[config.mk]
export PLATFORM = sky130hd
export DESIGN_NAME = dmem_ctrl
export DESIGN_NICKNAME = d
export VERILOG_FILES = /design/src/rtl/dmem_ctrl_pkg.sv /design/src/rtl/dmem_ctrl_lsu_align.sv /design/src/rtl/dmem_ctrl.sv
export SDC_FILE = /design/constraint.sdc
export NUM_CORES = 1
export LEC_CHECK = 0
export ABC_AREA = 1
export CAP_MARGIN = 0
export CORE_MARGIN = 4
export CORE_UTILIZATION = 40
export CTS_CLUSTER_DIAMETER = 30
export DETAILED_ROUTE_END_ITERATION = 10
export GPL_TIMING_DRIVEN = 0
export PLACE_DENSITY = 0.78
export SETUP_SLACK_MARGIN = 0.3
export SLEW_MARGIN = 40
export SYNTH_ARGS = -nofsm -noshare
export SYNTH_HDL_FRONTEND = slang
export SYNTH_SLANG_ARGS = --single-unit
[constraint.sdc]
create_clock -name clk -period 2.32 [get_ports clk]
set_input_delay 0.696 -clock clk [delete_from_list [all_inputs] [get_ports clk]]
set_output_delay 0.696 -clock clk [all_outputs]
set_load 0.005 [all_outputs]
[src/rtl/dmem_ctrl_pkg.sv]
// Shared load/store constants and the access-size decode used by the data-memory
// controller and its lane-steering helper.
package dmem_ctrl_pkg;

    localparam int REG_DATA_WIDTH = 32;

    localparam logic [2:0] LSU_B  = 3'd0;
    localparam logic [2:0] LSU_H  = 3'd1;
    localparam logic [2:0] LSU_W  = 3'd2;
    localparam logic [2:0] LSU_BU = 3'd4;
    localparam logic [2:0] LSU_HU = 3'd5;

    typedef enum logic [1:0] {
        SZ_BYTE,
        SZ_HALF,
        SZ_WORD,
        SZ_NONE
    } lsu_size_e;

    // Unsigned variants exist only for loads; on a store they decode as illegal.
    function automatic lsu_size_e lsu_size(input logic [2:0] funct3, input logic is_store);
        lsu_size_e size;
        case (funct3)
            LSU_B:   size = SZ_BYTE;
            LSU_H:   size = SZ_HALF;
            LSU_W:   size = SZ_WORD;
            LSU_BU:  size = is_store ? SZ_NONE : SZ_BYTE;
            LSU_HU:  size = is_store ? SZ_NONE : SZ_HALF;
            default: size = SZ_NONE;
        endcase
        return size;
    endfunction

endpackage

[src/rtl/dmem_ctrl_lsu_align.sv]
// Combinational byte-lane logic: legality check, byte enables, store-data
// replication and load-data extraction with sign/zero extension.
module lsu_align
    import dmem_ctrl_pkg::*;
#(
    parameter int DATA_WIDTH = REG_DATA_WIDTH
) (
    input  logic [1:0]            i_addr_lo,
    input  logic [2:0]            i_funct3,
    input  logic                  i_we,
    input  logic [DATA_WIDTH-1:0] i_wdata,
    input  logic [DATA_WIDTH-1:0] i_rdata,
    output logic                  o_legal,
    output logic [3:0]            o_be,
    output logic [DATA_WIDTH-1:0] o_wdata,
    output logic [DATA_WIDTH-1:0] o_load_data
);

    lsu_size_e             w_size;
    logic [DATA_WIDTH-1:0] w_shifted;
    logic [7:0]            w_byte;
    logic [15:0]           w_half;

    assign w_size    = lsu_size(i_funct3, i_we);
    assign w_shifted = i_rdata >> {i_addr_lo, 3'b000};
    assign w_byte    = w_shifted[7:0];
    assign w_half    = i_addr_lo[1] ? i_rdata[31:16] : i_rdata[15:0];

    always_comb begin
        // NOTE: every output gets a default before the case so no path infers a latch.
        o_legal = 1'b0;
        o_be    = 4'b0000;
        o_wdata = '0;
        case (w_size)
            SZ_BYTE: begin
                o_legal = 1'b1;
                o_be    = 4'b0001 << i_addr_lo;
                o_wdata = {4{i_wdata[7:0]}};
            end
            SZ_HALF: begin
                o_legal = ~i_addr_lo[0];
                o_be    = i_addr_lo[1] ? 4'b1100 : 4'b0011;
                o_wdata = {2{i_wdata[15:0]}};
            end
            SZ_WORD: begin
                o_legal = (i_addr_lo == 2'b00);
                o_be    = 4'b1111;
                o_wdata = i_wdata;
            end
            default: ;
        endcase
    end

    always_comb begin
        o_load_data = '0;
        case (i_funct3)
            LSU_B:   o_load_data = {{(DATA_WIDTH-8){w_byte[7]}}, w_byte};
            LSU_H:   o_load_data = {{(DATA_WIDTH-16){w_half[15]}}, w_half};
            LSU_W:   o_load_data = i_rdata;
            LSU_BU:  o_load_data = {{(DATA_WIDTH-8){1'b0}}, w_byte};
            LSU_HU:  o_load_data = {{(DATA_WIDTH-16){1'b0}}, w_half};
            default: ;
        endcase
    end

endmodule

[src/rtl/dmem_ctrl.sv]
// Data-memory controller: turns MEM-stage load/store requests into req/ack bus
// transactions, stalls the core for their duration and returns extended load data.
module dmem_ctrl
    import dmem_ctrl_pkg::*;
#(
    parameter int DATA_WIDTH = REG_DATA_WIDTH,
    parameter int ADDR_WIDTH = 32,
    parameter int TIMEOUT    = 255
) (
    input  logic                  clk,
    input  logic                  rst,
    input  logic                  data_re_i,
    input  logic                  data_we_i,
    input  logic [ADDR_WIDTH-1:0] data_addr_i,
    input  logic [DATA_WIDTH-1:0] data_i,
    input  logic [2:0]            funct3_i,
    output logic                  stall_o,
    output logic [DATA_WIDTH-1:0] load_data_o,
    output logic                  misalign_o,
    output logic                  bus_err_o,
    output logic                  bus_req_o,
    output logic                  bus_we_o,
    output logic [ADDR_WIDTH-1:0] bus_addr_o,
    output logic [3:0]            bus_be_o,
    output logic [DATA_WIDTH-1:0] bus_wdata_o,
    input  logic                  bus_ack_i,
    input  logic [DATA_WIDTH-1:0] bus_rdata_i,
    input  logic                  bus_err_i
);

    typedef enum logic [1:0] {
        ST_IDLE,
        ST_BUS,
        ST_DONE
    } state_e;

    localparam logic [7:0] TMO_LAST = 8'(TIMEOUT - 1);

    state_e                r_state;
    state_e                w_next;
    logic [ADDR_WIDTH-1:0] r_addr;
    logic [3:0]            r_be;
    logic [DATA_WIDTH-1:0] r_wdata;
    logic [2:0]            r_funct3;
    logic                  r_we;
    logic [7:0]            r_tmo_cnt;
    logic                  r_misalign;
    logic                  r_bus_err;
    logic [DATA_WIDTH-1:0] r_load_data;

    logic                  w_req;
    logic                  w_idle;
    logic [1:0]            w_sel_addr_lo;
    logic [2:0]            w_sel_funct3;
    logic                  w_sel_we;
    logic                  w_legal;
    logic [3:0]            w_be;
    logic [DATA_WIDTH-1:0] w_wdata_lane;
    logic [DATA_WIDTH-1:0] w_load_ext;
    logic                  w_timeout;
    logic                  w_bus_fail;

    assign w_req  = data_re_i | data_we_i;
    assign w_idle = (r_state == ST_IDLE);

    // The helper decodes the live request in IDLE and the captured one in BUS.
    assign w_sel_addr_lo = w_idle ? data_addr_i[1:0] : r_addr[1:0];
    assign w_sel_funct3  = w_idle ? funct3_i         : r_funct3;
    assign w_sel_we      = w_idle ? data_we_i        : r_we;

    lsu_align #(
        .DATA_WIDTH (DATA_WIDTH)
    ) u_lsu_align (
        .i_addr_lo   (w_sel_addr_lo),
        .i_funct3    (w_sel_funct3),
        .i_we        (w_sel_we),
        .i_wdata     (data_i),
        .i_rdata     (bus_rdata_i),
        .o_legal     (w_legal),
        .o_be        (w_be),
        .o_wdata     (w_wdata_lane),
        .o_load_data (w_load_ext)
    );

    assign w_timeout  = (r_tmo_cnt == TMO_LAST);
    assign w_bus_fail = bus_ack_i ? bus_err_i : w_timeout;

    always_ff @(posedge clk or negedge rst) begin
        if (!rst) begin
            r_state <= ST_IDLE;
        end else begin
            // NOTE: sequential state uses non-blocking assignment so every register
            // samples pre-edge values regardless of process ordering.
            r_state <= w_next;
        end
    end

    always_comb begin
        w_next = r_state;
        case (r_state)
            ST_IDLE: if (w_req) w_next = w_legal ? ST_BUS : ST_DONE;
            ST_BUS:  if (bus_ack_i || w_timeout) w_next = ST_DONE;
            ST_DONE: w_next = ST_IDLE;
            default: w_next = ST_IDLE;
        endcase
    end

    always_ff @(posedge clk or negedge rst) begin
        if (!rst) begin
            // NOTE: capture registers are reset too, so bus outputs are defined 0 after reset.
            r_addr      <= '0;
            r_be        <= '0;
            r_wdata     <= '0;
            r_funct3    <= '0;
            r_we        <= 1'b0;
            r_tmo_cnt   <= '0;
            r_misalign  <= 1'b0;
            r_bus_err   <= 1'b0;
            r_load_data <= '0;
        end else begin
            case (r_state)
                ST_IDLE: begin
                    r_tmo_cnt  <= '0;
                    r_bus_err  <= 1'b0;
                    r_misalign <= w_req & ~w_legal;
                    if (w_req && w_legal) begin
                        r_addr   <= data_addr_i;
                        r_be     <= w_be;
                        r_wdata  <= w_wdata_lane;
                        r_funct3 <= funct3_i;
                        r_we     <= data_we_i;
                    end
                end
                ST_BUS: begin
                    if (!bus_ack_i && !w_timeout) r_tmo_cnt <= r_tmo_cnt + 8'd1;
                    r_bus_err <= w_bus_fail;
                    if (bus_ack_i && !bus_err_i && !r_we) r_load_data <= w_load_ext;
                end
                default: ;
            endcase
        end
    end

    always_comb begin
        stall_o     = 1'b0;
        misalign_o  = 1'b0;
        bus_err_o   = 1'b0;
        bus_req_o   = 1'b0;
        bus_we_o    = 1'b0;
        bus_addr_o  = '0;
        bus_be_o    = '0;
        bus_wdata_o = '0;
        case (r_state)
            // Gated by reset so a request held during reset cannot raise stall.
            ST_IDLE: stall_o = w_req & rst;
            ST_BUS: begin
                stall_o     = 1'b1;
                bus_req_o   = 1'b1;
                bus_we_o    = r_we;
                bus_addr_o  = {r_addr[ADDR_WIDTH-1:2], 2'b00};
                bus_be_o    = r_be;
                bus_wdata_o = r_wdata;
            end
            ST_DONE: begin
                misalign_o = r_misalign;
                bus_err_o  = r_bus_err;
            end
            default: ;
        endcase
    end

    assign load_data_o = r_load_data;

endmodule

* Word level (Yosys, flattened, before mapping)
Index checks and enable logic that the tools add are counted.
** Storage, ports and cells
- Output and inout port bits :: 105
- Bits of input ports :: 105
- Flip-flop bits (word level) :: 116
- Logic and storage cells :: 76
** Operators by class
- Equal/unequal tests :: 12
- Bitwise logic cells :: 5
- Add/subtract/negate cells :: 1
- Shift operators :: 2
- Reduce and logical (&&, ||, !) cells :: 18
- Mux-type cells :: 28
** Operators with widths (count)
- $pmux W32 S5 :: 1
- $pmux W32 S3 :: 1
- $mux W32 :: 2
- $shr A32 B5 Y8 :: 1
- $mux W16 :: 1
- $pmux W8 S2 :: 1
- $mux W2 :: 6
- $pmux W4 S3 :: 1
- $pmux W2 S5 :: 1
- $add A8 B1 Y8 const B :: 1
- $eq A8 B8 Y1 const B :: 1
- $mux W4 :: 2
- $mux W8 :: 1
- $reduce_and A2 Y1 :: 4
- $eq A3 B3 Y1 const B :: 2
- $logic_not A2 Y1 :: 3
- $mux W1 :: 6
- $ne A2 B2 Y1 const B :: 3
- $eq A2 B1 Y1 const B :: 2
- $eq A2 B2 Y1 const B :: 2
- $logic_and A1 B1 Y1 :: 4
- $logic_not A1 Y1 :: 4
- $pmux W1 S2 :: 2
- $pmux W2 S2 :: 1
- other kinds (11) :: 13

* Longest topological paths before layout
Gate-level depths: netlist (run 1).
- Word-level depth :: 9
- Gate-level depth with buffers :: 12

* By module
A second synthesis (run 1) with hierarchy kept.
** Unflattened totals
- Cell total of the unflattened synthesis :: 959
- Area total of the unflattened synthesis :: 6779.0 um^2
** By module, submodules not included
- dmem_ctrl :: cells each 631, instances 1, area an instance 5397.7 um^2, sequential area each 2902.8 um^2
- lsu_align :: cells each 328, instances 1, area an instance 1381.3 um^2, sequential area each 0.0 um^2

* Least setup slack after synthesis (run 1)
OpenSTA, ideal clock, no wires.
- Path type :: flip-flop to output port
- Start :: register r_state[0]
- End :: output bus_be_o[0]
- Path slack :: 286 ps
- Arrival time :: 1338 ps
- Cell stages (with the launch flop) :: 7
- Cell sequence :: dfrtp_1 > inv_2 > nor2_1 > inv_1 > clkbuf_1 > buf_1 > nor2_1
** On the way
- Cells in the longest elaborated chain, start to end :: 2
** Ends and longest elaborated chain
- from (decl) :: line dmem_ctrl.sv:39 : state_e r_state;
- from (signal assigned) :: line dmem_ctrl.sv:94 : r_state <= w_next;
- $eq A2 B1 Y1 :: line dmem_ctrl.sv:153 : case (r_state)
- $mux W4 :: line dmem_ctrl.sv:153
- to (decl) :: line dmem_ctrl.sv:24 : output logic [3:0] bus_be_o,
No other way between the ends.

* Final worst setup path (run 1)
- Start :: register r_state[1]
- End :: output bus_wdata_o[0]
** On the way
- Cells in the longest elaborated chain, start to end :: 2
** Ends and longest elaborated chain
- $eq A2 B1 Y1 :: line dmem_ctrl.sv:153
- $mux W32 :: line dmem_ctrl.sv:153
- to (decl) :: line dmem_ctrl.sv:25 : output logic [DATA_WIDTH-1:0] bus_wdata_o,
No other way between the ends.

==> flow_summary.ini, run 1 <==
[run_status]
outcome = finished with violations
failed_checks = setup timing

[clock_network]
clk_transition_reported_paths_ns = 0.05
total_number_of_h_tree_levels = 4
insertion_delay_ns = 0.42
tritoncts = done
cts.sink_count = 116
clock-root-buffer = sky130_fd_sc_hd__clkbuf_16
max-clock-path-buffers = 2
cts_inserted_buffers = 17
hold_buffers = 0

[finish]
nets = 1449
post_layout_nonfiller_instances = 1580
fill_cell_instance_count_of_the_final_layout = 1445
area.growth.synth_to_final_pct = 61.7
multi_input_area_um2 = 3900
layout.area.seq_um2 = 2910
post_route_cells_drive_above_1_share = 0.263

[sta]
drv_slew = 0
setup_violations = 6
hold_viol_final = 0
rsz0062_at_grt = true
max_freq_mhz = 424
post-route-worst-setup-slack_ns = -0.0375
worst_clock_skew_ns = 0.00578
final.period_utilization = 1.02
post_layout_minimum_cycle_time_ns = 2.36

[logic_synthesis]
number_of_distinct_standard_cells_referenced_by_the_synthesized_netlist = 30
post_synthesis_instance_area_um2 = 6990
synth.avg_cell_area_um2 = 6.63
ys_warn_count = 0
yosys_register_bits = 116
post_synth_inst_count = 1054
synth-seq-area-share = 0.415

[floorplanning]
floorplan.die.height_um = 140
floorplan.die_area_um2 = 19700
die_width_um = 140
core_ar_um2 = 17200
initial_utilization = 0.406
num_io_pins = 210
rows = 48

[placement]
numPortBuffers = 207
numPlacedInstances = 1488
place.gp.congestion = 0.944
place_worst_setup_slack_ns = -0.660
place_hpwl_um = 17000

[power_and_ir_drop]
power_leakage_nw = 6.31
power_density_nw_per_um2 = 1360
peakVddDrop_uv = 859

[critical_path]
reg2reg_start = r_state[0]
worst_path_max_delay_cell = sky130_fd_sc_hd__dfrtp_2
worst_path_dominant_cell_family = buffers and inverters
crit_buf_inv = 5
worst_path_max_fanout = 5
ff2ff_path_depth = 13
data_required_time_at_the_worst_endpoint_ns = 1.62
critPathCaptureType = output pin
worst_r2r_endpoint = r_wdata[8]
rrSetupSlack_ns = 0.15
cp-endpoint = bus_wdata_o[0]
crit_chain = nor2_4 -> inv_2 -> buf_4 -> buf_6 -> clkbuf_16 -> nor2_1 -> buf_2
critical_path_class = register to output pin
critical_path_depth = 7
crit_start = r_state[1]
cpPeakStageDelay_ns = 0.43
cp-start-kind = register
worstPathArrival_ns = 1.66

[global_routing]
gr-usage-all-layers = 0.241
first_global_vias = 7391
global_route_wire_length_before_repair_um = 38000
remaining_overflow_grt = 0
maximum_number_of_pins_on_one_net_before_global_route_repair = 34
initial_antenna_violation_count = 1

[drt]
postRouteWirelength_um = 25900
detail_route.iter0.violations = 486
routed_wire_per_std_cell_um = 16.4
drt_first_pass_iters = 5
post-route-drc-count = 0
route.vias.total = 7991
routed_via_count_divided_by_cell_count = 5.06
route.antenna.remaining_nets = 0

[worst_hold_path]
hold_path_class = input pin to asynchronous set/reset pin

[run]
maxCapViolCount = 0
## flip-flops by register name, summed over array words and instances (netlist names)
register / flops
r_state: 2
load_data_o: 32
r_we: 1
r_addr: 32
r_wdata: 32
r_misalign: 1
r_funct3: 3
r_tmo_cnt: 8
r_bus_err: 1
r_be: 4
## layout make-up
cell class	instances	share of cell area
antenna	1	0.000221
buffer	58	0.0565
clock buffer	22	0.0420
clock inverter	9	0.0155
inverter	125	0.0422
multi-input combinational	758	0.345
sequential	116	0.257
tap	225	0.0249
timing repair buffer	266	0.217
## metal layers
layer	GRT usage	up-vias	part of all wire
li1	-	3819	-
met1	0.310	3733	0.40
met2	0.398	380	0.49
met3	0.0642	57	0.090
met4	0.0760	2	0.026
met5	0	-	0.00046
## timing repair
item | in CTS | in global routing
setup buffers | 21 | 25
pin swaps | 9 | 32
resized for setup | 381 | 226
cloned | 4 | 10
endpoints found under the setup margin | 167 | 190
## power breakdown
group          switching, W  total (W)  internal, W
Combinational       0.00521    0.00910      0.00390
Sequential         0.000500    0.00338      0.00288
Clock              0.000934    0.00291      0.00198
Total               0.00664     0.0154      0.00876
## logic make-up (layout without fill, tap and decap cells)
| group | count (synthesis) | after routing | share of synthesized area |
|---|---|---|---|
| compound gates | 13 | 13 | 0.0104 |
| xor+xnor | 6 | 6 | 0.00752 |
| fa+ha+maj | 2 | 2 | 0.00358 |
| buf+inv | 183 | 480 | 0.110 |
| flops | 116 | 116 | 0.415 |
| other cells | 1 | 3 | 0.000536 |
| simple gates | 733 | 735 | 0.452 |
## cell usage in the layout (no fill, tap or decap), types with 2 or more instances in the layout
cell type                         netlist  routed
sky130_fd_sc_hd__ha_1                   2       2
sky130_fd_sc_hd__nand2_1              418     384
sky130_fd_sc_hd__clkbuf_4               0       8
sky130_fd_sc_hd__buf_4                  6      38
sky130_fd_sc_hd__clkbuf_2               0      10
sky130_fd_sc_hd__nand2_8                1       6
sky130_fd_sc_hd__dfrtp_1              116     114
sky130_fd_sc_hd__nor2_2                 0      45
sky130_fd_sc_hd__buf_12                 0       2
sky130_fd_sc_hd__dlygate4sd2_1          0       5
sky130_fd_sc_hd__clkbuf_8               0       4
sky130_fd_sc_hd__inv_1                121     120
sky130_fd_sc_hd__nor3_1                 4       2
sky130_fd_sc_hd__nand2_4                7      18
sky130_fd_sc_hd__buf_16                 0       2
sky130_fd_sc_hd__nor2_1               140      73
sky130_fd_sc_hd__clkdlybuf4s50_1        0     111
sky130_fd_sc_hd__buf_2                 26      71
sky130_fd_sc_hd__conb_1                 1       2
sky130_fd_sc_hd__nand2_2                9      28
sky130_fd_sc_hd__buf_8                  0      11
sky130_fd_sc_hd__bufbuf_16              0       2
sky130_fd_sc_hd__dlymetal6s2s_1         0      19
sky130_fd_sc_hd__buf_6                  4      30
sky130_fd_sc_hd__bufinv_16              0       5
sky130_fd_sc_hd__clkinvlp_4             0       2
sky130_fd_sc_hd__xor2_1                 5       5
sky130_fd_sc_hd__nand3_1               99      95
sky130_fd_sc_hd__nand4_1               47      47
sky130_fd_sc_hd__dfrtp_2                0       2
sky130_fd_sc_hd__clkinv_2               0       2
sky130_fd_sc_hd__inv_4                  0       3
sky130_fd_sc_hd__clkbuf_1              20       6
sky130_fd_sc_hd__nand3_4                1       5
sky130_fd_sc_hd__nor2_4                 4      26
sky130_fd_sc_hd__nand3_2                2       3
sky130_fd_sc_hd__o21ai_0                9       7
sky130_fd_sc_hd__clkbuf_16              0      27
## synth_stat cells, drive strengths merged
master    n  area, um^2
nand2   435        1720
nor2    145         591
inv     124         465
dfrtp   116        2900
nand3   102         533
nand4    47         294
buf      38         228
clkbuf   20        75.1
o21ai    10        53.8
xor2      5        43.8
nor3      4        20.0
ha        2        25.0
a21oi     1        5.00
clkinv    1        3.75
conb      1        3.75
o211ai    1        7.51
o22ai     1        6.26
xnor2     1        8.76
## how the worst min path moves through the flow
stage	depth (start not counted)	slack, ns	from	to
2_1_floorplan	0	0.40	rst	load_data_o[0]
3_3_place_gp	2	0.45	r_addr[29]	r_addr[29]
3_5_place_dp	2	0.46	r_addr[21]	r_addr[21]
4_1_cts	1	0.11	rst	load_data_o[16]
5_1_grt	1	0.11	rst	load_data_o[16]
6_report	1	0.11	rst	load_data_o[16]
## metrics by stage
stage | utilization | instance area, um^2 | power [W] | hold slack (ns) | TNS (ns)
after global placement | 0.542 | 9350 | 0.00983 | 0.453 | -538.78
final | 0.656 | 11300 | 0.0154 | 0.114 | -0.105
after CTS | 0.601 | 10400 | 0.0136 | 0.111 | -0.199
after detailed placement | 0.544 | 9380 | 0.00997 | 0.458 | -61.62
after floorplan | - | 7000 | 0.00761 | 0.400 | 0
after global routing | 0.655 | 11300 | 0.0164 | 0.113 | -3.06
Note: power is estimated with default switching activity, not from simulation.
==> run 2, diff against run 1 <==
==> constraint.sdc (replaced) <==
create_clock -name clk -period 2.85 [get_ports clk]
set_input_delay 0.855 -clock clk [delete_from_list [all_inputs] [get_ports clk]]
set_output_delay 0.855 -clock clk [all_outputs]
set_load 0.005 [all_outputs]
==> flow_summary.ini, run 2 (synthesized netlist as in run 1, its figures left out) <==
[critical_path]
critPathCaptureType = output pin
data_required_time_at_the_worst_endpoint_ns = 2.00
worst_path_max_fanout = 10
worst_path_max_delay_cell = sky130_fd_sc_hd__dfrtp_2
worstPathArrival_ns = 1.69
worst_path_dominant_cell_family = buffers and inverters
worst_r2r_endpoint = r_addr[21]
ff2ff_path_depth = 12
cp-start-kind = register
reg2reg_start = r_state[1]
crit_chain = nor2_4 -> inv_2 -> clkbuf_16 -> clkbuf_8 -> nor2_1 -> dlygate4sd2_1
rrSetupSlack_ns = 0.71
cpPeakStageDelay_ns = 0.42
crit_buf_inv = 4
critical_path_class = register to output pin

[finish]
final_common_cell = sky130_fd_sc_hd__nand2_1
mostFrequentLayoutCells = sky130_fd_sc_hd__nand2_1, sky130_fd_sc_hd__clkdlybuf4s50_1, sky130_fd_sc_hd__nor2_1
post_route_cells_drive_above_1_share = 0.145
area.growth.synth_to_final_pct = 44.4
nets = 1400
n_antenna_cell = 0

[clock_network]
hold_buffers = 0
cts.sink_count = 116
max-clock-path-buffers = 2
tritoncts = done
total_number_of_h_tree_levels = 4
cts_inserted_buffers = 17
clock-root-buffer = sky130_fd_sc_hd__clkbuf_16
clk_transition_reported_paths_ns = 0.06
insertion_delay_ns = 0.41

[global_routing]
remaining_overflow_grt = 0
first_global_vias = 7147
global_route_wire_length_before_repair_um = 36800
initial_antenna_violation_count = 0
maximum_number_of_pins_on_one_net_before_global_route_repair = 37
gr-usage-all-layers = 0.233

[sta]
setup_violations = 0
post-route-worst-setup-slack_ns = 0.302
relSlewSlack = 0.642
worst_slew_pin_slew_ns = 0.537
post_layout_minimum_cycle_time_ns = 2.55
rsz0062_at_grt = true
drv_slew = 0
whs_ns = 0.270
max_freq_mhz = 392
final.period_utilization = 0.894
worst_clock_skew_ns = 0.00996
hold_viol_final = 0

[worst_hold_path]
hold_path_class = input pin to asynchronous set/reset pin

[drt]
drt_first_pass_iters = 5
post-route-drc-count = 0
routed_via_count_divided_by_cell_count = 4.87
postRouteWirelength_um = 23000
routed_wire_per_std_cell_um = 15.0
detail_route.iter0.violations = 455
route.vias.total = 7455
route.antenna.remaining_nets = 0

[placement]
place_worst_setup_slack_ns = -0.381
numPortBuffers = 207
place_hpwl_um = 16900
place.gp.congestion = 0.948

[floorplanning]
die_width_um = 140
rows = 48
floorplan.die_area_um2 = 19700
floorplan.die.height_um = 140
num_io_pins = 210
initial_utilization = 0.406
core_ar_um2 = 17200

[power_and_ir_drop]
power_density_nw_per_um2 = 1030
power_leakage_nw = 5.51
peakVddDrop_uv = 598

[run_status]
outcome = finished clean

[run]
maxCapViolCount = 0
==> run 2: cell types whose count changed in the layout (fill, tap and decap cells not counted), moves of 9 or more <==
cell                              change
sky130_fd_sc_hd__nand2_1             +34
sky130_fd_sc_hd__dlymetal6s2s_1      -19
sky130_fd_sc_hd__clkbuf_1            +10
sky130_fd_sc_hd__buf_6               -24
sky130_fd_sc_hd__nand2_2             -19
sky130_fd_sc_hd__buf_4               -25
sky130_fd_sc_hd__nand2_4             -11
sky130_fd_sc_hd__clkbuf_2            +32
sky130_fd_sc_hd__clkdlybuf4s50_1     +23
sky130_fd_sc_hd__buf_8                -9
sky130_fd_sc_hd__nor2_2              -35
sky130_fd_sc_hd__nor2_1              +50
sky130_fd_sc_hd__nor2_4              -15
sky130_fd_sc_hd__buf_2               -39
==> run 2: through the flow <==
step                power (W)  setup TNS [ns]   util  cells  area, um^2
global placement      0.00802         -462.70  0.542   1487        9350
finish                 0.0104               0  0.586   1531       10100
detailed placement    0.00812          -19.53  0.544   1488        9380
global route           0.0113               0  0.586   1531       10100
floorplan             0.00619               0      -   1055        6990
CTS                    0.0104               0  0.593   1527       10200
==> run 2: where the power goes <==
group	leakage [nW]	internal, W	switching (W)
registers	1.49	0.00234	0.000387
logic	3.72	0.00211	0.00341
clock network	0.290	0.00141	0.000749
==> run 2: timing repair <==
| item | in CTS | in global routing |
|---|---|---|
| resized for setup | 160 | 92 |
| gates cloned | 3 | 1 |
| setup endpoints to repair | 71 | 59 |
| pin swaps | 1 | 1 |
| buffers inserted | 4 | 3 |
==> run 2: cell type report <==
type	count	area, um^2
Clock buffer	22	464
Timing Repair Buffer	219	2030
Buffer	58	417
Clock inverter	10	130
Tap cell	225	282
Sequential cell	116	2910
Multi-Input combinational cell	756	3400
Inverter	125	472
Fill cell	1633	7140
==> run 2: worst max-delay path by stage <==
stage	from	end	slack, ns	depth (start not counted)
finish	r_state[1]	bus_wdata_o[20]	0.30	6
detailed placement	r_state[0]	bus_addr_o[17]	-0.38	7
CTS	r_state[0]	bus_addr_o[17]	0.27	7
global placement	rst	stall_o	-4.29	4
floorplan	r_state[0]	bus_be_o[0]	0.66	6
global route	r_state[1]	bus_addr_o[22]	0.25	6
==> run 2: worst reg2reg max path: cells and delay by family (launching register included) <==
family | cells | cell delay, ns
and+or+nand+nor | 9 | 1.10
buffers and inverters | 3 | 0.50
DFF | 1 | 0.42
==> run 2: metal layers <==
metal | vias up | wire [um] | part of all wire | global-route usage
met5 | - | 0 | 0 | 0
met4 | 0 | 533 | 0.023 | 0.0785
met3 | 35 | 1990 | 0.087 | 0.0621
met2 | 270 | 10900 | 0.48 | 0.382
met1 | 3441 | 9520 | 0.41 | 0.299
li1 | 3709 | - | - | -
